--- src/rtl/ha_token_rx.sv ---
// Receive side of the 32-bit HA token link. Tokens are buffered in a
// first-word-fall-through FIFO and one credit is returned per token consumed.
module ha_token_rx #(
    parameter int DataIn_1_BW = 32,
    parameter int DEPTH       = 4,
    parameter int CNT_W       = 3
) (
    input  logic                   clk,
    input  logic                   rst,
    input  logic [DataIn_1_BW-1:0] DataIn_1,
    input  logic                   DataIn_1_valid,
    output logic                   credit_ret,
    output logic [DataIn_1_BW-1:0] DataOut_1,
    output logic                   DataOut_1_valid,
    input  logic                   DataOut_1_ready,
    output logic [CNT_W-1:0]       occupancy,
    output logic                   overflow_err
);

    localparam int PTR_W = (DEPTH > 1) ? $clog2(DEPTH) : 1;

    logic                   rstMeta_p0;
    logic                   rstSync_p1;
    logic                   rstInt_n;
    logic [DataIn_1_BW-1:0] mem [DEPTH];
    logic [PTR_W-1:0]       wrPtr;
    logic [PTR_W-1:0]       rdPtr;
    logic [CNT_W-1:0]       occCnt;
    logic                   creditRet_p1;
    logic                   overflowErr;
    logic                   isFull;
    logic                   notEmpty;
    logic                   doPush;
    logic                   doPop;

    // Reset asserts immediately but releases two clk edges after rst rises.
    always_ff @(posedge clk or negedge rst) begin
        if (!rst) begin
            rstMeta_p0 <= 1'b0;
            rstSync_p1 <= 1'b0;
        end else begin
            rstMeta_p0 <= 1'b1;
            rstSync_p1 <= rstMeta_p0;
        end
    end

    assign rstInt_n = rstSync_p1;

    assign isFull   = (occCnt == CNT_W'(DEPTH));
    assign notEmpty = (occCnt != '0);
    assign doPop    = notEmpty & DataOut_1_ready;
    // When full, a same-cycle pop frees the slot the new token lands in.
    assign doPush   = DataIn_1_valid & (~isFull | doPop);

    always_ff @(posedge clk) begin
        if (doPush) begin
            mem[wrPtr] <= DataIn_1;
        end
    end

    always_ff @(posedge clk or negedge rstInt_n) begin
        if (!rstInt_n) begin
            wrPtr        <= '0;
            rdPtr        <= '0;
            occCnt       <= '0;
            creditRet_p1 <= 1'b0;
            overflowErr  <= 1'b0;
        end else begin
            if (doPush) begin
                wrPtr <= wrPtr + PTR_W'(1);
            end
            if (doPop) begin
                rdPtr <= rdPtr + PTR_W'(1);
            end
            case ({doPush, doPop})
                2'b10:   occCnt <= occCnt + CNT_W'(1);
                2'b01:   occCnt <= occCnt - CNT_W'(1);
                default: occCnt <= occCnt;
            endcase
            creditRet_p1 <= doPop;
            if (DataIn_1_valid && isFull && !doPop) begin
                overflowErr <= 1'b1;
            end
        end
    end

    // Output is forced to zero while empty so reset and idle present a clean bus.
    assign DataOut_1       = notEmpty ? mem[rdPtr] : '0;
    assign DataOut_1_valid = notEmpty;
    assign occupancy       = occCnt;
    assign credit_ret      = creditRet_p1;
    assign overflow_err    = overflowErr;

endmodule

--- config.mk ---
export PLATFORM = sky130hd
export DESIGN_NAME = ha_token_rx
export DESIGN_NICKNAME = d
export VERILOG_FILES = /design/src/rtl/ha_token_rx.sv
export SDC_FILE = /design/constraint.sdc
export NUM_CORES = 1
export LEC_CHECK = 0
export ABC_AREA = 1
export CELL_PAD_IN_SITES_DETAIL_PLACEMENT = 0
export CELL_PAD_IN_SITES_GLOBAL_PLACEMENT = 2
export CORE_AREA = 2 2 133 135
export CTS_CLUSTER_DIAMETER = 30
export DETAILED_ROUTE_END_ITERATION = 10
export DIE_AREA = 0 0 135 137
export PLACE_DENSITY = 0.73
export SYNTH_ARGS = -nofsm -noshare
export SYNTH_HDL_FRONTEND = slang
export SYNTH_SLANG_ARGS = --single-unit
--- constraint.sdc ---
create_clock -name clk -period 1.37 [get_ports clk]
set_clock_uncertainty 0.1 [all_clocks]
set_input_delay 0.274 -clock clk [delete_from_list [all_inputs] [get_ports clk]]
set_output_delay 0.274 -clock clk [all_outputs]
set_load 0.02 [all_outputs]
==> results of run 1 <==
==> final timing paths <==
check                           cells after the start      endpoint
worst max-delay path                                8  DataOut_1[4]
worst min-delay path                                0      wrPtr[1]
worst max register to register                     11     mem[1][2]
worst min register to register                      0      wrPtr[1]
max in group asynchronous                           2    rstMeta_p0
min in group clk                                    0      rstInt_n
==> synth_stat cells <==
cell type  count  area (sq um)
nand3_2        2          20.0
o21ai_1       50           250
nor2_2         1          6.26
nand4_1        2          12.5
a21oi_1       33           165
dfrtp_1       11           275
conb_1         1          3.75
o21bai_1       1          7.51
fa_1           1          20.0
ha_1           4          50.1
nand2_1        7          26.3
edfxtp_1     128          3840
nand2_2        2          12.5
o21ai_0       15          75.1
clkbuf_1       1          3.75
nand3_1        2          10.0
clkbuf_2       5          25.0
nor2_1       137           514
inv_2          3          11.3
buf_2         12          60.1
buf_6          5          56.3
xor2_1         3          26.3
buf_4          1          7.51
nand2_4        1          11.3
inv_1         14          52.6
==> critical path, cell delays in order (launching register included) <==
cell	delay, ns
dfrtp_2	0.44
buf_12	0.14
buf_12	0.14
buf_16	0.15
nor2_2	0.10
nor2_1	0.04
o21ai_1	0.09
a21oi_2	0.07
buf_4	0.15
==> cell type report <==
cell class	instances	area share [%]
sequential	139	47.6
tap	225	3.25
timing repair buffer	150	22.6
inverter	17	0.910
clock buffer	17	4.91
clock inverter	15	1.52
multi-input combinational	262	19.2
==> where the power goes <==
part           switching (uW)  internal, uW
clock                    1690          2630
combinational            6230          5640
sequential                337          5600
==> cells by family (layout without fill, tap and decap cells) <==
group / after synthesis / after routing / share of synthesized area, %
compound gates: 99 / 99 / 8.98
flops: 139 / 139 / 74.3
other cells: 1 / 1 / 0.0676
buf+inv: 41 / 199 / 3.90
simple gates: 154 / 154 / 11.1
fa+ha+maj: 5 / 5 / 1.26
xor+xnor: 3 / 3 / 0.474
==> metrics by stage <==
step | power (uW) | utilization (%) | cell area (sq um) | hold slack [ns] | instances
6_report | 22100 | 50.8 | 8660 | 0.0620 | 825
5_1_grt | 23200 | 50.8 | 8660 | 0.0991 | 825
4_1_cts | 22000 | 50.3 | 8590 | 0.0929 | 828
3_5_place_dp | 15000 | 41.4 | 7060 | 0.0900 | 750
3_3_place_gp | 14900 | 41.4 | 7060 | 0.0860 | 750
2_1_floorplan | 11200 | - | 5780 | -0.122 | 442
==> registers in the layout, indices dropped and copies added, names as in the netlist <==
name and count:
wrPtr 2, credit_ret 1, overflow_err 1, rstMeta_p0 1, rstInt_n 1, occupancy 3, mem 128, rdPtr 2
==> layer usage <==
metal / track usage, % / wire [um] / share of wire, %
met1: 21.5 / 6570 / 43
met2: 30.0 / 7980 / 52
met3: 3.85 / 669 / 4.3
met4: 5.90 / 179 / 1.2
met5: 0 / 13 / 0.084
==> repair_timing <==
action / CTS / global route
pin swaps: 17 / 29
hold buffers: 1 / 0
setup buffers: 29 / 12
endpoints found under the hold margin: 2 / 0
gates resized for setup: 306 / 66
endpoints found under the setup margin: 169 / 172
gates cloned: 17 / 2
==> flow_metrics.env, run 1 <==
export IMPL_die_x_um=135
export IMPL_fin_tns_setup_ns=-91.05
export IMPL_setup_ws_ns=-0.768
export IMPL_outcome="finished, violations left"
export IMPL_synthToLayoutAreaGrowth_pct=56.1
export IMPL_powerDensity_mw_per_mm2=2560
export IMPL_final_hold_viol_count=0
export IMPL_regArea_sq_mm=0.00413
export IMPL_routed_wl_um=15400
export IMPL_cts_buffer_depth=2
export IMPL_htree_levels=4
export IMPL_nets=628
export IMPL_grt_ovfl_total=0
export IMPL_cp_required_ns=1.00
export IMPL_p_leak_uw=0.00311
export IMPL_synthCells=442
export IMPL_drtAntennaViolNets=0
export IMPL_cp_start_kind="register"
export IMPL_dp_worst_setup_slack_ns=-0.731
export IMPL_max_cap_violations=0
export IMPL_path_clk_slew_ns=0.06
export IMPL_dieArea_sq_mm=0.0185
export IMPL_syn_cell_area_sq_mm=0.00555
export IMPL_r2r_start="occupancy[0]"
export IMPL_drive_gt1_share_pct=42.7
export IMPL_wl_per_cell_um=18.7
export IMPL_hold_class="register to async pin"
export IMPL_cts_made_buffers=17
export IMPL_critPathLaunch="rdPtr[0]"
export IMPL_dr_pass1_iters=5
export IMPL_max_freq_mhz=468
export IMPL_mostFrequentLayoutCells="edfxtp_1, nor2_1, o21ai_1"
export IMPL_synth_seq_cells=139
export IMPL_gp_congestion=0.722
export IMPL_grt_max_degree=17
export IMPL_routed_via_count=3932
export IMPL_multi_input_area_sq_mm=0.00167
export IMPL_rsz0062_at_grt="yes"
export IMPL_yosysSeqAreaShare_pct=74.3
export IMPL_max_vdd_ir_drop_v=0.00131
export IMPL_dp_hpwl_um=7810
export IMPL_grt_pass1_vias=3959
export IMPL_io_buffers=73
export IMPL_vias_per_cell=4.77
export IMPL_grtUsageTotal_pct=17.3
export IMPL_finalCriticalPeriod_ns=2.14
export IMPL_synth_distinct_cells=25
export IMPL_boundaryPins=74
export IMPL_crit_type="register to primary output"
export IMPL_min_period_over_period_pct=156
export IMPL_setup_violations=171
export IMPL_violations="negative setup slack"
export IMPL_antenna_found_initial=1
export IMPL_rrSetupSlack_ns=-0.58
export IMPL_clock_latency_ns=0.42
export IMPL_grt_pass1_wl_um=23000
export IMPL_yosys_warnings=0
export IMPL_antenna_cells=0
export IMPL_drc=0
export IMPL_cts_tree="done"
export IMPL_critical_path_arrival_ns=1.76
export IMPL_initial_core_util_pct=32.5
export IMPL_nFillCells=1474
export IMPL_cp_end_kind="primary output"
export IMPL_core_area_sq_mm=0.0171
export IMPL_clock_sink_count=139
export IMPL_synth_avg_cell_area_sq_um=12.5
export IMPL_fp_row_count=48
export IMPL_drt_iter0_drc=219
export IMPL_finalMaxSlewViolations=0
export IMPL_layout_commonest_cell="edfxtp_1"
export IMPL_die_y_um=137
export IMPL_synth_nets=483
export IMPL_cp_max_fo=11
export IMPL_root_buffer="clkbuf_16"
No activity file was read; power rests on OpenSTA's default activity.
==> run 2: changes to the inputs <==
--- a/config.mk
+++ b/config.mk
@@ -6,11 +6,10 @@
 export NUM_CORES = 1
 export LEC_CHECK = 0
-export ABC_AREA = 1
 export CELL_PAD_IN_SITES_DETAIL_PLACEMENT = 0
 export CELL_PAD_IN_SITES_GLOBAL_PLACEMENT = 2
-export CORE_AREA = 2 2 133 135
+export CORE_AREA = 2 2 125 127
 export CTS_CLUSTER_DIAMETER = 30
 export DETAILED_ROUTE_END_ITERATION = 10
-export DIE_AREA = 0 0 135 137
+export DIE_AREA = 0 0 127 129
 export PLACE_DENSITY = 0.73
 export SYNTH_ARGS = -nofsm -noshare
==> constraint.sdc (replaced) <==
create_clock -name clk -period 1.37 [get_ports clk]
set_clock_uncertainty 0.1 [all_clocks]
set_input_delay 0.411 -clock clk [delete_from_list [all_inputs] [get_ports clk]]
set_output_delay 0.411 -clock clk [all_outputs]
set_load 0.02 [all_outputs]
==> flow_metrics.env, run 2 <==
export IMPL_finalCriticalPeriod_ns=2.42
export IMPL_boundaryPins=74
export IMPL_clock_latency_ns=0.41
export IMPL_nFillCells=1191
export IMPL_max_cap_violations=0
export IMPL_gp_congestion=0.695
export IMPL_fin_area_sq_mm=0.00819
export IMPL_dr_pass1_iters=4
export IMPL_yosys_top_cells_area="edfxtp_1, mux4_2, dfrtp_1"
export IMPL_layout_commonest_cell="edfxtp_1"
export IMPL_synth_top_family_by_area="multiplexers"
export IMPL_cp_end_kind="primary output"
export IMPL_postSynth_asyncResetShare_pct=7.91
export IMPL_dp_hpwl_um=6610
export IMPL_mostFrequentLayoutCells="edfxtp_1, buf_6, and2_4"
export IMPL_cp_required_ns=0.86
export IMPL_core_area_sq_mm=0.0150
export IMPL_synthMuxAreaShare_pct=13.4
export IMPL_cts_made_buffers=17
export IMPL_critical_path_arrival_ns=1.90
export IMPL_reg2regPathDepth=7
export IMPL_switching_share_pct=29.6
export IMPL_cp_endpoint="DataOut_1[1]"
export IMPL_yosys_area_top_type="edfxtp_1"
export IMPL_drive_gt1_share_pct=52.0
export IMPL_p_switching_uw=5970
export IMPL_clock_sink_count=139
export IMPL_critPathLaunch="rdPtr[0]"
export IMPL_synthSimpleGateAreaFrac_pct=5.85
export IMPL_io_buffers=73
export IMPL_yosys_warnings=0
export IMPL_dieArea_sq_mm=0.0164
export IMPL_grt_pass1_vias=3158
export IMPL_grt_max_degree=20
export IMPL_vias_per_cell=4.84
export IMPL_yosys_top_cells_count="edfxtp_1, and2_1, mux4_2"
export IMPL_die_x_um=127
export IMPL_outcome="finished, violations left"
export IMPL_synth_compound_area_share_pct=1.53
export IMPL_nets=446
export IMPL_cts_tree="done"
export IMPL_final_hold_viol_count=0
export IMPL_p_leak_uw=0.00298
export IMPL_synth_nets=303
export IMPL_regToRegEndpoint="occupancy[1]"
export IMPL_fp_row_count=45
export IMPL_synthFlopType="edfxtp_1"
export IMPL_violations="negative setup slack"
export IMPL_synthToLayoutAreaGrowth_pct=49.7
export IMPL_drt_iter0_drc=187
export IMPL_synthCells=262
export IMPL_yosysSeqAreaShare_pct=75.3
export IMPL_rrSetupSlack_ns=-0.83
export IMPL_max_freq_mhz=414
export IMPL_synth_distinct_cells=35
export IMPL_r2r_start="occupancy[1]"
export IMPL_setup_violations=174
export IMPL_synth_top_area_share_pct=70.2
export IMPL_drtAntennaViolNets=0
export IMPL_cp_max_fo=7
export IMPL_power_frac_seq_pct=29.2
export IMPL_yosysMostFrequentCell="edfxtp_1"
export IMPL_hold_class="register to async pin"
export IMPL_grt_ovfl_total=0
export IMPL_clock_power_share_pct=21.7
export IMPL_synth_xor_area_share_pct=0.640
export IMPL_grtUsageTotal_pct=15.5
export IMPL_p_total_uw=20200
export IMPL_grt_pass1_wl_um=18400
export IMPL_synthAdderAreaFrac_pct=1.28
export IMPL_place_area_sq_mm=0.00688
export IMPL_cts_hold_buf=0
export IMPL_synth_edf_count=128
export IMPL_root_buffer="clkbuf_16"
export IMPL_setup_ws_ns=-1.05
export IMPL_routed_wl_um=11600
export IMPL_antenna_found_initial=1
export IMPL_initial_core_util_pct=36.5
export IMPL_cp_start_kind="register"
export IMPL_drc=0
export IMPL_synth_avg_cell_area_sq_um=20.9
export IMPL_regMostFlops="mem"
export IMPL_min_period_over_period_pct=176
export IMPL_path_clk_slew_ns=0.06
export IMPL_synth_seq_cells=139
export IMPL_max_vdd_ir_drop_v=0.00111
export IMPL_multi_input_area_sq_mm=0.00139
export IMPL_intPower_uw=14200
export IMPL_wl_per_cell_um=19.2
export IMPL_regArea_sq_mm=0.00413
export IMPL_rsz0062_at_grt="yes"
export IMPL_largest_reg_flops=128
export IMPL_syn_cell_area_sq_mm=0.00547
export IMPL_cts_buffer_depth=2
export IMPL_htree_levels=4
export IMPL_routed_via_count=2934
export IMPL_p_comb_share_pct=49.1
export IMPL_finalMaxSlewViolations=0
export IMPL_die_y_um=129
export IMPL_crit_type="register to primary output"
export IMPL_powerDensity_mw_per_mm2=2460
-- run 2: cell types whose count changed after synthesis, moves of 5 or more --
cell	delta
a21oi_1	-33
and2_1	+33
buf_2	-7
clkbuf_2	-5
inv_1	-9
mux4_2	+32
nand2_1	-6
nor2_1	-135
o21ai_0	-13
o21ai_1	-50
-- run 2: final cells by class --
type,instances,area share [%]
tap,188,2.87
clock buffer,20,5.45
antenna,1,0.0306
sequential,139,50.4
multi-input combinational,104,17.0
timing repair buffer,138,22.6
clock inverter,11,1.51
inverter,5,0.229
-- run 2: cells by family after synthesis --
logic type               Yosys count
multiplexers                      33
AND/OR/NAND/NOR                   51
flip-flops                       139
adder cells (fa/ha/maj)            5
XOR/XNOR                           4
buffers and inverters             19
other                              1
AO/OA/AOI/OAI                     10
-- run 2: stage by stage --
step / setup WS [ns] / cells / utilization (%) / hold slack, ns / TNS, ns
2_1_floorplan: -0.900 / 262 / - / 0.00757 / -61.18
5_1_grt: -1.11 / 605 / 54.7 / 0.0444 / -110.72
3_5_place_dp: -1.21 / 543 / 45.9 / 0.0612 / -119.86
3_3_place_gp: -1.19 / 543 / 45.9 / 0.0547 / -119.17
4_1_cts: -1.07 / 606 / 54.8 / 0.0391 / -120.90
6_report: -1.05 / 606 / 54.7 / 0.0488 / -104.94
-- run 2: critical path, cell delays in order (launching register included) --
cell	delay, ns
dfrtp_2	0.41
buf_6	0.13
buf_12	0.13
mux4_2	0.51
and2_4	0.17
buf_6	0.12
-- run 2: layer usage --
layer / part of all wire [%] / GRT usage (%)
met5: 0 / 0
met4: 1.0 / 5.04
met3: 4.5 / 4.53
met2: 51 / 25.4
met1: 44 / 20.2
-- run 2: power groups by stage --
stage | Combinational [uW] | Sequential [uW] | Clock, uW
after floorplan | 4670 | 5960 | 0
after detailed placement | 7890 | 5940 | 0
after global placement | 7870 | 5900 | 0
after CTS | 10100 | 5880 | 4450
after global routing | 10500 | 5970 | 4640
final | 9910 | 5890 | 4370
-- run 2: worst min path at each step --
stage,cells past startpoint,end,from,slack (ns)
floorplan,0,credit_ret,rstInt_n,0.008
global placement,0,credit_ret,rstInt_n,0.05
detailed placement,0,credit_ret,rstInt_n,0.06
CTS,1,rstInt_n,rst,0.04
global route,1,rstMeta_p0,rst,0.04
finish,0,rdPtr[0],rstInt_n,0.05
-- run 2: timing repair --
action,4_1_cts,5_1_grt
endpoints found under the setup margin,174,175
gates cloned,13,0
gates resized for setup,286,14
pin swaps,23,8
setup buffers,19,9
endpoints found under the hold margin,0,0
